**config.mk**
```make
export PLATFORM = sky130hd
export DESIGN_NAME = sockit_spi_xfr
export DESIGN_NICKNAME = d
export VERILOG_FILES = /design/src/rtl/sockit_spi_pkg.sv /design/src/rtl/sockit_spi_xfr.sv
export SDC_FILE = /design/constraint.sdc
export NUM_CORES = 1
export LEC_CHECK = 0
export CAP_MARGIN = 20
export CORE_MARGIN = 2
export CORE_UTILIZATION = 56
export DETAILED_ROUTE_END_ITERATION = 12
export DONT_BUFFER_PORTS = 1
export GPL_TIMING_DRIVEN = 1
export PLACE_DENSITY = 0.73
export SKIP_LAST_GASP = 1
export SLEW_MARGIN = 20
export SYNTH_ARGS = -nofsm -noshare
export SYNTH_HDL_FRONTEND = slang
export SYNTH_SLANG_ARGS = --single-unit
```
**constraint.sdc**
```tcl
create_clock -name cdi_clk -period 10.7 [get_ports cdi_clk]
set_input_delay 1.605 -clock cdi_clk [delete_from_list [all_inputs] [get_ports cdi_clk]]
set_output_delay 1.605 -clock cdi_clk [all_outputs]
set_load 0.05 [all_outputs]
```
**src/rtl/sockit_spi_pkg.sv**
```systemverilog
// rtl/sockit_spi_pkg.sv - shared SPI master encodings, command layout and FSM states
package sockit_spi_pkg;

  // I/O mode encodings
  localparam logic [1:0] IOM_SNG = 2'd0;
  localparam logic [1:0] IOM_3WR = 2'd1;
  localparam logic [1:0] IOM_DUA = 2'd2;
  localparam logic [1:0] IOM_QUA = 2'd3;

  // chunk word layout: {lst, ien, oen, iom[1:0], cnt[4:0], dat[31:0]}
  localparam int CMD_W   = 10;
  localparam int DAT_W   = 32;
  localparam int CMD_CNT = 32;
  localparam int CMD_IOM = 37;
  localparam int CMD_OEN = 39;
  localparam int CMD_IEN = 40;
  localparam int CMD_LST = 41;

  // transfer splitter states
  typedef enum logic [1:0] {
    ST_IDLE = 2'd0,
    ST_WDAT = 2'd1,
    ST_EMIT = 2'd2
  } xfr_state_t;

  // reverse byte order so the lowest-address byte is sent first
  function automatic logic [31:0] bswap32(input logic [31:0] d);
    bswap32 = {d[7:0], d[15:8], d[23:16], d[31:24]};
  endfunction

endpackage

```
**src/rtl/sockit_spi_xfr.sv**
```systemverilog
// rtl/sockit_spi_xfr.sv - splits a bit-length transfer into <=32-bit command+data chunks (option: SOCKIT_SPI_XFR_BSWAP_EN)
module sockit_spi_xfr
  import sockit_spi_pkg::*;
#(
  parameter int LW = 16,
  parameter int DW = 42
)(
  input  logic          cdi_clk,
  input  logic          cdi_rst,
  input  logic [LW-1:0] xfr_len,
  input  logic [1:0]    xfr_iom,
  input  logic          xfr_oen,
  input  logic          xfr_ien,
  input  logic          xfr_req,
  output logic          xfr_grt,
  input  logic [31:0]   bus_dat,
  input  logic          bus_req,
  output logic          bus_grt,
  output logic [DW-1:0] cdi_dat,
  output logic          cdi_req,
  input  logic          cdi_grt
);

  localparam logic [LW-1:0] CHUNK_MAX = LW'(32);

  xfr_state_t    state_q, state_nxt;
  logic [LW-1:0] rem_q, rem_nxt;
  logic [1:0]    iom_q, iom_nxt;
  logic          oen_q, oen_nxt;
  logic          ien_q, ien_nxt;
  logic          xfr_grt_nxt, bus_grt_nxt, cdi_req_nxt;
  logic [DW-1:0] cdi_dat_nxt;
  logic [31:0]   wdat;
  logic          emit_lst;
  logic [LW-1:0] emit_bits;

  // byte order of the write data as it will appear in the chunk
`ifdef SOCKIT_SPI_XFR_BSWAP_EN
  assign wdat = bswap32(bus_dat);
`else
  assign wdat = bus_dat;
`endif

  // size of the chunk currently offered from the remaining length
  assign emit_lst  = (rem_q <= CHUNK_MAX);
  assign emit_bits = emit_lst ? rem_q : CHUNK_MAX;

  // assemble one chunk word for a nonzero remaining length r
  function automatic logic [DW-1:0] chunk_word(
    input logic [LW-1:0] r,
    input logic          ien,
    input logic          oen,
    input logic [1:0]    iom,
    input logic [31:0]   d
  );
    logic [LW-1:0] rm1;
    logic          last;
    logic [DW-1:0] w;
    rm1  = r - LW'(1);
    last = (r <= CHUNK_MAX);
    w    = '0;
    w[CMD_LST]         = last;
    w[CMD_IEN]         = ien;
    w[CMD_OEN]         = oen;
    w[CMD_IOM +: 2]    = iom;
    w[CMD_CNT +: 5]    = last ? rm1[4:0] : 5'd31;
    w[0 +: DAT_W]      = d;
    return w;
  endfunction

  // state and registered outputs
  always_ff @(posedge cdi_clk or posedge cdi_rst) begin
    if (cdi_rst) begin
      state_q <= ST_IDLE;
      rem_q   <= '0;
      iom_q   <= IOM_SNG;
      oen_q   <= 1'b0;
      ien_q   <= 1'b0;
      xfr_grt <= 1'b1;
      bus_grt <= 1'b0;
      cdi_req <= 1'b0;
      cdi_dat <= '0;
    end else begin
      state_q <= state_nxt;
      rem_q   <= rem_nxt;
      iom_q   <= iom_nxt;
      oen_q   <= oen_nxt;
      ien_q   <= ien_nxt;
      xfr_grt <= xfr_grt_nxt;
      bus_grt <= bus_grt_nxt;
      cdi_req <= cdi_req_nxt;
      cdi_dat <= cdi_dat_nxt;
    end
  end

  // next state, remaining length and next output values
  always_comb begin
    state_nxt   = state_q;
    rem_nxt     = rem_q;
    iom_nxt     = iom_q;
    oen_nxt     = oen_q;
    ien_nxt     = ien_q;
    xfr_grt_nxt = xfr_grt;
    bus_grt_nxt = bus_grt;
    cdi_req_nxt = cdi_req;
    cdi_dat_nxt = cdi_dat;
    case (state_q)
      ST_IDLE: begin
        if (xfr_req && xfr_grt) begin
          iom_nxt = xfr_iom;
          oen_nxt = xfr_oen;
          ien_nxt = xfr_ien;
          rem_nxt = xfr_len;
          if (xfr_len != '0) begin
            xfr_grt_nxt = 1'b0;
            if (xfr_oen) begin
              state_nxt   = ST_WDAT;
              bus_grt_nxt = 1'b1;
            end else begin
              state_nxt   = ST_EMIT;
              cdi_req_nxt = 1'b1;
              cdi_dat_nxt = chunk_word(xfr_len, xfr_ien, 1'b0, xfr_iom, 32'h0);
            end
          end
        end
      end
      ST_WDAT: begin
        if (bus_req && bus_grt) begin
          state_nxt   = ST_EMIT;
          bus_grt_nxt = 1'b0;
          cdi_req_nxt = 1'b1;
          cdi_dat_nxt = chunk_word(rem_q, ien_q, oen_q, iom_q, wdat);
        end
      end
      ST_EMIT: begin
        if (cdi_req && cdi_grt) begin
          rem_nxt = rem_q - emit_bits;
          if (emit_lst) begin
            state_nxt   = ST_IDLE;
            cdi_req_nxt = 1'b0;
            xfr_grt_nxt = 1'b1;
          end else if (oen_q) begin
            state_nxt   = ST_WDAT;
            cdi_req_nxt = 1'b0;
            bus_grt_nxt = 1'b1;
          end else begin
            cdi_dat_nxt = chunk_word(rem_nxt, ien_q, 1'b0, iom_q, 32'h0);
          end
        end
      end
      default: begin
        state_nxt   = ST_IDLE;
        xfr_grt_nxt = 1'b1;
        bus_grt_nxt = 1'b0;
        cdi_req_nxt = 1'b0;
      end
    endcase
  end

endmodule
```
==> impl_metrics.env, run 1 <==
export IMPL_status="complete, no violations"
export IMPL_first_pass_iters=5
export IMPL_critPathLaunchType="flip-flop"
export IMPL_rsz0062_at_grt="no"
export IMPL_synth_nets=515
export IMPL_period_minus_slack_ns=4.090
export IMPL_design_area_mm2=0.004090
export IMPL_cp_end_kind="flip-flop"
export IMPL_maxCapViolations=0
export IMPL_wirelength_um=9003
export IMPL_synth_simple_area_share_pct=20.41
export IMPL_worst_pin_slew_ns=0.8247
export IMPL_finClkSkew_ns=0.01397
export IMPL_critical_path_max_fanout=12
export IMPL_synth_compound_area_share_pct=22.17
export IMPL_yosysTopAreaCell="dfrtp_1"
export IMPL_ctsResizeCount=0
export IMPL_wl_per_cell_um=17.48
export IMPL_regArea_mm2=0.001678
export IMPL_io_buffers=0
export IMPL_drc=0
export IMPL_synth_top_area_share_pct=42.97
export IMPL_p_seq_share_pct=47.7
export IMPL_clk_pin_slew_worst_paths_ns=0.08
export IMPL_cts_setup_buffers=0
export IMPL_fin_nets=498
export IMPL_fillers=586
export IMPL_rows=30
export IMPL_internal_power_uw=420.0
export IMPL_cpMaxStageDelayCell="a2111o_1"
export IMPL_slowest_delay_ns=0.64
export IMPL_slew_headroom_pct=45.02
export IMPL_max_freq_mhz=244.5
export IMPL_min_path_type="flip-flop to flip-flop"
export IMPL_ys_flop_type="dfrtp_1"
export IMPL_netlist_top_cells_area="dfrtp_1, nand2_1, o21ai_0, ha_1, clkbuf_1"
export IMPL_synthCells=448
export IMPL_antenna_found_initial=0
export IMPL_p_sw_uw=122.7
export IMPL_dp_hpwl_um=6286
export IMPL_top_level_ports=102
export IMPL_multi_input_area_mm2=0.001991
export IMPL_clk_latency_ns=0.35
export IMPL_pwr_share_comb_pct=5.1
export IMPL_worstHoldPathCells=1
export IMPL_worst_ir_drop_vdd_uv=88.43
export IMPL_ant_nets=0
export IMPL_antennaDiodeCount=0
export IMPL_slew_violations=0
export IMPL_clockBufferDepth=2
export IMPL_place_area_mm2=0.003846
export IMPL_synth_top_family_by_area="compound AO/OA/AOI/OAI gates"
export IMPL_yosys_warnings=0
export IMPL_cts_tree="yes"
export IMPL_path_cells="inv_1 > ha_1 > or4b_1 > a2111o_1 > nand2_1 > ha_1 > nor3_1 > nor3_1 > a211oi_1 > or3_4 > o31ai_2 > a31oi_1"
export IMPL_fin_crit_sh_pct=38.23
export IMPL_muxShareOfSynthArea_pct=4.102
export IMPL_synthAdderAreaFrac_pct=3.255
export IMPL_track_usage_pct=24.80
export IMPL_power_uw=542.6
export IMPL_rr_worst_depth=12
export IMPL_drtIter0Drc=229
export IMPL_ys_seq_area_share_pct=43.65
export IMPL_cts_root_buf="clkbuf_8"
export IMPL_die_area_mm2=0.007542
export IMPL_yosysMostFrequentCell="nand2_1"
export IMPL_synthXorXnorAreaFrac_pct=1.367
export IMPL_drive_above_1_share_pct=8.736
export IMPL_grt_pass1_wl_um=14560
export IMPL_clockPowerShare_pct=47.2
export IMPL_power_density_mw_per_mm2=132.7
export IMPL_h_tree_depth=3
export IMPL_die_y_um=86.85
export IMPL_num_vias=3203
export IMPL_synth_edf_count=0
export IMPL_setup_violations=0
export IMPL_ys_seq_elements=67
export IMPL_setup_worst_path_class="flip-flop to flip-flop"
export IMPL_via_per_inst=6.219
export IMPL_p_leak_uw=0.001749
export IMPL_cp_arrival_ns=4.30
export IMPL_initial_utilization_pct=57.21
export IMPL_synth_area_per_cell_um2=8.580
export IMPL_grt_overflow=0
export IMPL_die_width_um=86.85
export IMPL_r2r_setup_slack_ns=6.61
export IMPL_area_growth_pct=6.413
export IMPL_coreArea_mm2=0.006719
export IMPL_grt_pass1_vias=2925
export IMPL_p_sw_share_pct=22.60
export IMPL_grt_max_degree=83
export IMPL_postCtsHoldBufs=0
export IMPL_gp_congestion=0.8701
export IMPL_synth_async_reset_ratio_pct=100.0
export IMPL_synth_cell_types=62
export IMPL_syn_area_mm2=0.003844
export IMPL_tritoncts_num_buffers=9
export IMPL_yosys_top_cells_count="nand2_1, dfrtp_1, o21ai_0, clkbuf_1, nor2_1"
export IMPL_finalSetupTns_ns=0
export IMPL_place_ws_ns=6.159
export IMPL_clock_sinks=67
export IMPL_fin_ws_ns=6.610
export IMPL_hold_viol=0
export IMPL_required_ns=10.91
## path summary, 6_finish.rpt
path                           from           to
min                        iom_q[0]     iom_q[0]
max reg2reg                rem_q[1]  cdi_dat[32]
min reg2reg                iom_q[0]     iom_q[0]
max                        rem_q[1]  cdi_dat[32]
min in group asynchronous   cdi_rst      bus_grt
max in group asynchronous   cdi_rst     rem_q[0]
## stage by stage
stage	std cells	util (%)	hold slack [ns]
detailed placement	500	57.24	0.5018
global placement	500	57.15	0.4876
floorplan	448	-	0.4803
global route	515	60.88	0.5340
finish	515	60.88	0.5162
CTS	515	60.80	0.5201
## worst max-delay path, delay by kind of cell (launching register included)
family                     cells  cell delay, ns
buffers and inverters          1            0.11
DFF                            1            0.48
AOI/OAI and AO/OA              4            1.30
and+or+nand+nor                5            1.43
adders and majority gates      2            0.62
## routing by layer
metal | GRT usage [%] | part of all wire (%) | vias up
li1 | - | - | 1551
met1 | 34.39 | 44 | 1498
met2 | 36.64 | 45 | 137
met3 | 8.095 | 9.4 | 17
met4 | 8.239 | 1.5 | 0
met5 | 0 | 0 | -
## power by group through the flow
stage                     clock, µW  combinational (µW)  sequential [µW]
after CTS                       261                27.7              259
after global placement            0                26.9              264
after detailed placement          0                27.5              264
final                           256                27.4              259
after global routing            272                31.5              259
after floorplan                   0                25.4              261
## cells in the final DEF (no fill, tap or decap), types with 2 or more instances in the layout
cell type	count
nand2_1	101
dfrtp_1	66
o21ai_0	55
nor2_1	27
inv_1	13
a21oi_1	11
a31oi_1	10
ha_1	10
mux2i_1	9
clkbuf_8	9
o22a_1	8
nand2b_1	7
nor3_1	7
nor4_1	6
or4_1	5
mux2_2	5
a22o_1	4
a22oi_1	4
xnor2_1	4
buf_4	4
or2_2	3
nand3_1	3
a21o_1	3
o211ai_1	3
bufinv_16	3
o21ai_1	2
a2111o_1	2
nor2b_1	2
o22ai_1	2
a211o_1	2
or3_4	2
or3_1	2
a2bb2oi_1	2
xor2_1	2
nor3b_1	2
a211oi_1	2
clkinv_4	2
## sequential cells by signal, indices dropped and copies added, names as in the netlist
signal and count:
cdi_dat 42, rem_q 16, iom_q 2, state_q 2, bus_grt 1, cdi_req 1
ien_q 1, oen_q 1, xfr_grt 1
## kinds of logic after synthesis
logic type / Yosys count
AND/OR/NAND/NOR: 174
XOR/XNOR: 6
flip-flops: 67
multiplexers: 15
buffers and inverters: 46
adder cells (fa/ha/maj): 10
other: 1
AO/OA/AOI/OAI: 129
## final cells by class
class / instances / area share (%)
Clock buffer: 9 / 3.028
Clock inverter: 6 / 2.814
Inverter: 14 / 1.285
Multi-Input combinational cell: 335 / 48.67
Sequential cell: 67 / 41.02
Tap cell: 80 / 2.447
Timing Repair Buffer: 4 / 0.7342
Note: power is estimated with default switching activity, not from simulation.
==> run 2: changes to the inputs <==
==> constraint.sdc (replaced) <==
create_clock -name cdi_clk -period 4.3 [get_ports cdi_clk]
set_input_delay 0.645 -clock cdi_clk [delete_from_list [all_inputs] [get_ports cdi_clk]]
set_output_delay 0.645 -clock cdi_clk [all_outputs]
set_load 0.05 [all_outputs]
==> impl_metrics.env, run 2 (synthesized netlist as in run 1, its figures left out) <==
export IMPL_dp_hpwl_um=6524
export IMPL_cts_tree="yes"
export IMPL_track_usage_pct=24.87
export IMPL_cts_root_buf="clkbuf_8"
export IMPL_fin_crit_sh_pct=90.84
export IMPL_setup_violations=0
export IMPL_clockBufferDepth=2
export IMPL_path_cells="inv_1 > ha_1 > or4b_1 > a2111o_1 > nand2_1 > ha_1 > nor3_1 > nor3_1 > a211oi_1 > or3_4 > o31ai_2 > a31oi_1"
export IMPL_p_leak_uw=0.001749
export IMPL_power_uw=1250
export IMPL_io_buffers=0
export IMPL_finalSetupTns_ns=0
export IMPL_initial_utilization_pct=57.21
export IMPL_cts_setup_buffers=0
export IMPL_cp_arrival_ns=4.11
export IMPL_antennaDiodeCount=0
export IMPL_clk_latency_ns=0.35
export IMPL_largest_reg_flops=42
export IMPL_cp_top_family="simple AND/OR/NAND/NOR gates"
export IMPL_via_per_inst=6.208
export IMPL_die_area_mm2=0.007542
export IMPL_p_sw_uw=316.2
export IMPL_top_level_ports=102
export IMPL_num_vias=3216
export IMPL_p_seq_share_pct=51.5
export IMPL_gp_congestion=0.9111
export IMPL_ctsResizeCount=0
export IMPL_die_y_um=86.85
export IMPL_h_tree_depth=3
export IMPL_antenna_found_initial=0
export IMPL_whs_ns=0.2967
export IMPL_rsz0062_at_grt="no"
export IMPL_largest_register="cdi_dat"
export IMPL_slew_headroom_pct=51.26
export IMPL_die_width_um=86.85
export IMPL_fin_nets=500
export IMPL_cp_end_kind="flip-flop"
export IMPL_grt_overflow=0
export IMPL_drc=0
export IMPL_postCtsHoldBufs=0
export IMPL_rows=30
export IMPL_finClkSkew_ns=0.009466
export IMPL_hold_viol=0
export IMPL_internal_power_uw=933.7
export IMPL_clock_sinks=67
export IMPL_critPathLaunchType="flip-flop"
export IMPL_wl_per_cell_um=17.71
export IMPL_critical_path_max_fanout=12
export IMPL_grt_pass1_vias=3014
export IMPL_drive_above_1_share_pct=9.132
export IMPL_clk_pin_slew_worst_paths_ns=0.08
export IMPL_required_ns=4.51
export IMPL_tritoncts_num_buffers=9
export IMPL_slew_violations=0
export IMPL_layout_common_cells="nand2_1, dfrtp_1, o21ai_0, nor2_1, inv_1"
export IMPL_power_density_mw_per_mm2=307.3
export IMPL_min_path_type="input pin to async pin"
export IMPL_area_growth_pct=5.827
export IMPL_fillers=600
export IMPL_p_sw_share_pct=25.30
export IMPL_coreArea_mm2=0.006719
export IMPL_grt_pass1_wl_um=14840
export IMPL_maxCapViolations=0
export IMPL_mostFrequentLayoutCell="nand2_1"
export IMPL_pwr_share_comb_pct=5.5
export IMPL_wirelength_um=9175
export IMPL_clockPowerShare_pct=42.9
export IMPL_drtIter0Drc=241
export IMPL_ant_nets=0
export IMPL_worst_ir_drop_vdd_uv=212.0
export IMPL_period_minus_slack_ns=3.906
export IMPL_reg_top3="cdi_dat: 42 flops, rem_q: 16 flops"
export IMPL_grt_max_degree=44
export IMPL_setup_worst_path_class="flip-flop to flip-flop"
export IMPL_first_pass_iters=4
export IMPL_max_freq_mhz=256.0
export IMPL_status="complete, no violations"
export IMPL_slowest_delay_ns=0.61
export IMPL_cpMaxStageDelayCell="a2111o_1"
export IMPL_critPathBufInv=1
export IMPL_worst_pin_slew_ns=0.7300
-- run 2: cell types whose count changed in the layout (fill, tap and decap cells not counted) --
cell | previous run | this run
inv_6 | 0 | 1
nand2_4 | 1 | 0
clkinv_2 | 0 | 2
inv_8 | 0 | 1
a2111oi_2 | 1 | 0
buf_12 | 0 | 1
clkinv_4 | 2 | 1
bufinv_16 | 3 | 1
a2111oi_0 | 1 | 2
buf_4 | 4 | 5
nand2_2 | 0 | 1
-- run 2: through the flow --
stage,area (µm²),std cells,utilization (%),setup WS (ns)
after floorplan,3844,448,-,0.7101
after global placement,3867,502,57.56,0.5946
after detailed placement,3867,502,57.56,0.4050
after CTS,4068,518,60.54,0.3946
after global routing,4068,518,60.54,0.1050
final,4068,518,60.54,0.3940
-- run 2: worst paths after layout --
| check | slack (ns) | depth (start not counted) | end | start |
|---|---|---|---|---|
| setup / recovery | 0.39 | 12 | cdi_dat[35] | rem_q[1] |
| hold / removal | 0.30 | 1 | rem_q[13] | cdi_rst |
| setup reg to reg | 0.39 | 12 | cdi_dat[35] | rem_q[1] |
| hold reg to reg | 0.52 | 1 | iom_q[0] | iom_q[0] |
| max in group asynchronous | 3.09 | 2 | xfr_grt | cdi_rst |
| min in group cdi_clk | 0.43 | 2 | cdi_dat[6] | bus_dat[6] |
-- run 2: cell type report --
cell class                 instances  area (µm²)  share of cell area [%]
clock buffer                       9       123.9                   3.045
clock inverter                     7       76.32                   1.876
inverter                          14       52.55                   1.292
multi-input combinational        335        1979                   48.66
sequential                        67        1678                   41.25
tap                               80       100.1                   2.461
timing repair buffer               6       57.56                   1.415
-- run 2: worst register-to-register path, delay by kind of cell, from the launching register on --
kind                       cells  cell delay (ns)
buffers and inverters          1             0.11
AOI/OAI and AO/OA              4             1.22
adders and majority gates      2             0.61
and+or+nand+nor                5             1.33
DFF                            1             0.48
-- run 2: power groups by stage --
stage	sequential, µW	clock (µW)	combinational, µW
6_report	644	537	69.2
2_1_floorplan	649	0	63.2
5_1_grt	645	570	79.2
4_1_cts	644	546	69.7
3_5_place_dp	656	0	69.3
3_3_place_gp	656	0	68.2
-- run 2: metal layers --
metal | GRT usage, % | wire [µm] | vias up
met5 | 0 | 0 | -
met1 | 34.85 | 3949 | 1527
li1 | - | - | 1554
met3 | 6.952 | 776 | 15
met4 | 6.108 | 122 | 0
met2 | 38.31 | 4327 | 120
